**config.mk**
```make
export PLATFORM = sky130hd
export DESIGN_NAME = alu_cmd_sequencer
export DESIGN_NICKNAME = d
export VERILOG_FILES = /design/src/rtl/alu_cmd_sequencer.sv
export SDC_FILE = /design/constraint.sdc
export NUM_CORES = 1
export LEC_CHECK = 0
export ABC_CLOCK_PERIOD_IN_PS = 1900
export BUFFER_PORTS_ARGS = -buffer_cell sky130_fd_sc_hd__buf_2
export CORE_UTILIZATION = 35
export CTS_CLUSTER_SIZE = 10
export DETAILED_ROUTE_END_ITERATION = 7
export PLACE_DENSITY_LB_ADDON = 0.08
export SLEW_MARGIN = 10
export SYNTH_ARGS = -nofsm -noshare
export SYNTH_HDL_FRONTEND = slang
export SYNTH_SLANG_ARGS = --single-unit
```
**constraint.sdc**
```tcl
create_clock -name clk -period 1.9 [get_ports clk]
set_input_delay 0.38 -clock clk [delete_from_list [all_inputs] [get_ports clk]]
set_output_delay 0.38 -clock clk [all_outputs]
set_load 0.02 [all_outputs]
```
**src/rtl/alu_cmd_sequencer.sv**
```systemverilog
// Command sequencer for the 16-bit combinational ALU breadboard: drives registered operands,
// waits SETTLE cycles, captures result/error into a response channel and maintains an accumulator.
module alu_cmd_sequencer #(
    parameter int unsigned SETTLE = 1
) (
    input  logic        clk,
    input  logic        rst,
    input  logic        cmd_valid,
    output logic        cmd_ready,
    input  logic [3:0]  cmd_opcode,
    input  logic [15:0] cmd_a,
    input  logic [15:0] cmd_b,
    input  logic        cmd_use_acc,
    output logic [15:0] alu_a,
    output logic [15:0] alu_b,
    output logic [3:0]  alu_opcode,
    input  logic [31:0] alu_c,
    input  logic [1:0]  alu_error,
    output logic        rsp_valid,
    input  logic        rsp_ready,
    output logic [31:0] rsp_c,
    output logic [1:0]  rsp_error,
    output logic        rsp_illegal,
    output logic [31:0] acc,
    output logic [15:0] op_count
);

    localparam int unsigned CNT_W = 4;
    localparam int unsigned SETTLE_CLAMPED = (SETTLE < 1) ? 1 : ((SETTLE > 15) ? 15 : SETTLE);
    localparam logic [CNT_W-1:0] SETTLE_INIT = CNT_W'(SETTLE_CLAMPED);

    localparam logic [1:0] IDLE  = 2'd0;
    localparam logic [1:0] DRIVE = 2'd1;
    localparam logic [1:0] RESP  = 2'd2;

    localparam logic [3:0] OP_CLEAR = 4'b0001;
    localparam logic [3:0] OP_LOAD  = 4'b0010;
    localparam logic [3:0] OP_ADD   = 4'b0100;
    localparam logic [3:0] OP_SUB   = 4'b0101;
    localparam logic [3:0] OP_MUL   = 4'b0110;
    localparam logic [3:0] OP_DIV   = 4'b0111;
    localparam logic [3:0] OP_MOD   = 4'b1000;

    logic [1:0]       state;
    logic [1:0]       stateNext;
    logic [CNT_W-1:0] settleCnt;

    logic             accept;
    logic             capture;
    logic             handshake;

    logic [31:0]      capC;
    logic [1:0]       capErr;
    logic             capIllegal;
    logic             accLoad;

    // Ready is gated by reset so nothing can be accepted while rst is high.
    assign cmd_ready = ~rst && (state == IDLE);

    assign accept    = (state == IDLE)  && cmd_valid;
    assign capture   = (state == DRIVE) && (settleCnt == CNT_W'(1));
    assign handshake = (state == RESP)  && rsp_ready;

    // Next-state logic
    always_comb begin
        stateNext = state;
        case (state)
            IDLE:    if (cmd_valid) stateNext = DRIVE;
            DRIVE:   if (settleCnt == CNT_W'(1)) stateNext = RESP;
            RESP:    if (rsp_ready) stateNext = IDLE;
            default: stateNext = IDLE;
        endcase
    end

    // Result selection for the held opcode; accumulator follows only error-free results
    always_comb begin
        capC       = 32'h0000_0000;
        capErr     = 2'b00;
        capIllegal = 1'b0;
        accLoad    = 1'b0;
        case (alu_opcode)
            OP_CLEAR: accLoad = 1'b1;
            OP_LOAD: begin
                capC    = {16'h0000, alu_b};
                accLoad = 1'b1;
            end
            OP_ADD, OP_SUB, OP_MUL, OP_DIV, OP_MOD: begin
                capC    = alu_c;
                capErr  = alu_error;
                accLoad = (alu_error == 2'b00);
            end
            default: capIllegal = 1'b1;
        endcase
    end

    always_ff @(posedge clk) begin
        if (rst) begin
            state       <= IDLE;
            settleCnt   <= '0;
            alu_a       <= '0;
            alu_b       <= '0;
            alu_opcode  <= '0;
            rsp_valid   <= 1'b0;
            rsp_c       <= '0;
            rsp_error   <= '0;
            rsp_illegal <= 1'b0;
            acc         <= '0;
            op_count    <= '0;
        end else begin
            state <= stateNext;
            if (accept) begin
                alu_a      <= cmd_use_acc ? acc[15:0] : cmd_a;
                alu_b      <= cmd_b;
                alu_opcode <= cmd_opcode;
                settleCnt  <= SETTLE_INIT;
            end else if (state == DRIVE) begin
                settleCnt <= CNT_W'(settleCnt - CNT_W'(1));
            end
            if (capture) begin
                rsp_valid   <= 1'b1;
                rsp_c       <= capC;
                rsp_error   <= capErr;
                rsp_illegal <= capIllegal;
                if (accLoad) acc <= capC;
            end
            if (handshake) begin
                rsp_valid <= 1'b0;
                op_count  <= 16'(op_count + 16'd1);
            end
        end
    end

endmodule

```
==> out/results.tsv <==
stage	metric	value	unit
run_status	outcome	completed	
timing	Final Critical Period	1770	ps
timing	crit share post-route	93.3	%
cells_and_area	ant diodes	0	
floorplan	Die Y	130	um
yosys	Netlist cell types	48	
critical_path	reg2reg end	acc[12]$_SDFFE_PP0P_	
yosys	Synth top area share	43.9	%
yosys	Synth Register Bits	126	
place	Buffers on Ports	195	
yosys	area leader, netlist	dfxtp_1	
drt	via count	5221	
grt	initial antenna violation count	0	
yosys	Mapped Nets	733	
timing	RSZ-0062 raised after global routing	false	
power_and_ir_drop	total power	7.04	mW
power_and_ir_drop	Clk pwr share	46.6	%
clocking	CTS root buf	clkbuf_16	
grt	first-pass GRT wire length	24700	um
yosys	Synth top cells by count	dfxtp_1 (126), nand2_1 (73), a21oi_1 (59)	
yosys	mapped cell area	0.00574	mm^2
cells_and_area	register area	0.00252	mm^2
yosys	Cells after Synth	655	
hold_path	Hold WC Path Type	input pin to register	
cells_and_area	filler cell count	1603	
drt	vias per cell	4.88	
yosys	synth top area cells	dfxtp_1 (44%), mux2i_1 (6.8%), a21oi_1 (5.1%)	
drt	DR pass1 iterations	4	
cells_and_area	Syn-to-layout area delta	32.1	%
power_and_ir_drop	internal power	5.22	mW
power_and_ir_drop	sequential share of power	40.2	%
job	Max Cap Viol	0	
grt	vias in the first global route	4804	
timing	Max Clk Rate	564	MHz
clocking	Worst-path clk slew	60	ps
critical_path	crit start category	register	
drt	drt drc	0	
clocking	Num CTS Buffers	17	
floorplan	IO Pins	196	
critical_path	Crit path arrival time	2080	ps
grt	Tot GR Track Use	19.1	%
critical_path	Crit. End Element	register	
power_and_ir_drop	leakage	3.49	nW
grt	largest net degree at the start of global routing	53	
clocking	H-tree levels	4	
timing	Slew headroom	57.1	%
cells_and_area	fin nets	919	
timing	final hold vios	0	
critical_path	reg2reg start	settleCnt[0]$_SDFFE_PP0P_	
cells_and_area	layout cell share with drive strength beyond 1	32.2	%
floorplan	Die ar.	0.0169	mm^2
yosys	Post-synth EDFFs	0	
yosys	asr flop ratio synth	0	%
drt	post-DR wirelength/cell	15.1	um
clocking	Max Buffers Root-to-Sink	2	
yosys	Syn Area/Cell	8.77	um^2
place	GP Congestion	0.834	
critical_path	Reg2Reg Depth	6	
cells_and_area	area of the multi-input gates	0.00294	mm^2
drt	Total Wirelength	16200	um
critical_path	worst-path fanout max	10	
floorplan	Die Width	130	um
clocking	cts hold-fix bufs	0	
timing	Setup Viol. Count Final	0	
power_and_ir_drop	Worst VDD drop	590	uV
cells_and_area	final core utilization	47.6	%
critical_path	kind of critical path	register to register	
critical_path	r2r setup slk	130	ps
yosys	most frequent cell after synthesis	dfxtp_1	
yosys	Yosys Warn Count	0	
drt	1st-iter DRT viols	205	
place	hpwl dp	11800	um
drt	post-route ant nets	0	
power_and_ir_drop	Sw Share	25.9	%
grt	GRT Residual Overflow	0	
clocking	Clock Latency Late Sink	420	ps
power_and_ir_drop	switching power	1.82	mW
clocking	clock tree from TritonCTS	done	
hold_path	Hold Crit Start	cmd_b[10]	
floorplan	Initial Util	36.0	%
power_and_ir_drop	Comb pwr share	13.2	%
yosys	sequential area share after synthesis	43.9	%
timing	Slew Viols, Final	0	
critical_path	CP required	2200	ps
floorplan	# rows	46	
timing	Clock Skew	21.0	ps
hold_path	Hold Path End	alu_b[10]$_SDFFE_PP0P_	
hold_path	hold path cells	3	
yosys	Most used DFF post-synth	dfxtp_1	
floorplan	Core ar.	0.0159	mm^2
timing	slew at the pin closest to its max-slew limit	642	ps
clocking	clock sinks	126	
power_and_ir_drop	pwr/cell area	928	mW/mm^2
-- sequential cells by signal, summed over array words and instances (netlist names) --
name and count:
alu_a 16, acc 32, op_count 16, rsp_error 2, rsp_illegal 1, settleCnt 4
alu_opcode 4, rsp_c 32, state 2, rsp_valid 1, alu_b 16
-- power groups by stage --
stage               Combinational [mW]  Clock (mW)  Sequential, mW
floorplan                        0.493           0            2.99
global placement                 0.914           0            2.88
detailed placement               0.925           0            2.88
CTS                              0.930        3.35            2.83
global route                      1.02        3.48            2.84
finish                           0.929        3.28            2.83
-- worst max-delay path: stages (launching register included) --
cell	delay, ps
dfxtp_1	400
ha_1	210
nor4b_4	330
buf_4	190
o21ai_4	70
buf_12	160
mux2_4	290
-- layout by cell type, fill, tap and decap left out, types with 2 or more instances in the layout --
cell       instances
and4_1             2
nor2b_1           11
nand2_1           73
mux2_4             5
nor3_1            15
xor2_1             8
nand3b_1          16
nand4_1            5
clkbuf_16         17
buf_12             4
nand2b_1          24
bufinv_16          2
mux2_2             7
inv_1              4
nor3b_1           11
buf_2            194
and3_1             7
buf_4             24
a211oi_1          16
ha_1               3
o21bai_1           7
or3_1              6
and3b_1           21
nor2_1            58
a21boi_0           6
dfxtp_1          126
a21oi_1           59
clkinv_4           2
a22oi_1            2
clkbuf_8           5
clkinv_2           5
mux2i_1           39
o21ai_0           17
nand3_1           34
-- kinds of logic after synthesis --
logic type      after synthesis  share of synthesized area [%]
xor+xnor                      9                           1.37
flops                       126                           43.9
buf+inv                      59                           5.03
simple gates                294                           27.7
compound gates              113                           11.8
mux                          51                           9.48
fa+ha+maj                     3                          0.654
-- per-layer routing --
| metal | up-vias | track usage, % | share of wire (%) |
|---|---|---|---|
| li1 | 2647 | - | - |
| met1 | 2403 | 25.6 | 49 |
| met2 | 159 | 29.1 | 44 |
| met3 | 12 | 5.13 | 6.1 |
| met4 | 0 | 7.39 | 1.0 |
| met5 | - | 0 | 0 |
-- stage by stage --
stage	instances	instance area (um^2)	TNS, ps	hold slack, ps	worst slack (ps)
after global routing	1070	7590	0	195	16.4
after detailed placement	1036	6940	-1170	445	-94.9
after CTS	1069	7570	0	186	61.7
after floorplan	655	5740	0	478	50.9
final	1070	7590	0	198	127
after global placement	1036	6940	-453	439	-32.9
-- area by class of cell --
type | count | area share (%)
multi-input combinational | 470 | 38.8
sequential | 126 | 33.2
clock buffer | 22 | 6.51
timing repair buffer | 222 | 16.2
inverter | 4 | 0.198
clock inverter | 10 | 1.45
tap | 216 | 3.56
-- how the worst max path moves through the flow --
stage / start / endpoint / slack (ps) / cells past startpoint
2_1_floorplan: alu_opcode[3]$_SDFFE_PP0P_ / acc[11]$_SDFFE_PP0P_ / 50 / 6
3_3_place_gp: alu_opcode[3]$_SDFFE_PP0P_ / acc[23]$_SDFFE_PP0P_ / -30 / 5
3_5_place_dp: alu_opcode[3]$_SDFFE_PP0P_ / acc[19]$_SDFFE_PP0P_ / -90 / 5
4_1_cts: alu_opcode[3]$_SDFFE_PP0P_ / rsp_error[0]$_SDFFE_PP0P_ / 60 / 4
5_1_grt: alu_opcode[3]$_SDFFE_PP0P_ / rsp_c[12]$_SDFFE_PP0P_ / 20 / 5
6_report: settleCnt[0]$_SDFFE_PP0P_ / acc[12]$_SDFFE_PP0P_ / 130 / 6
-- what timing repair did --
| item | 4_1_cts | 5_1_grt |
|---|---|---|
| buffers inserted | 1 | 1 |
| endpoints found under the setup margin | 15 | 36 |
| gates resized for setup | 0 | 2 |
| hold endpoints to repair | 0 | 0 |
| pin swaps | 1 | 0 |
Power figures use the tool's default switching activity.
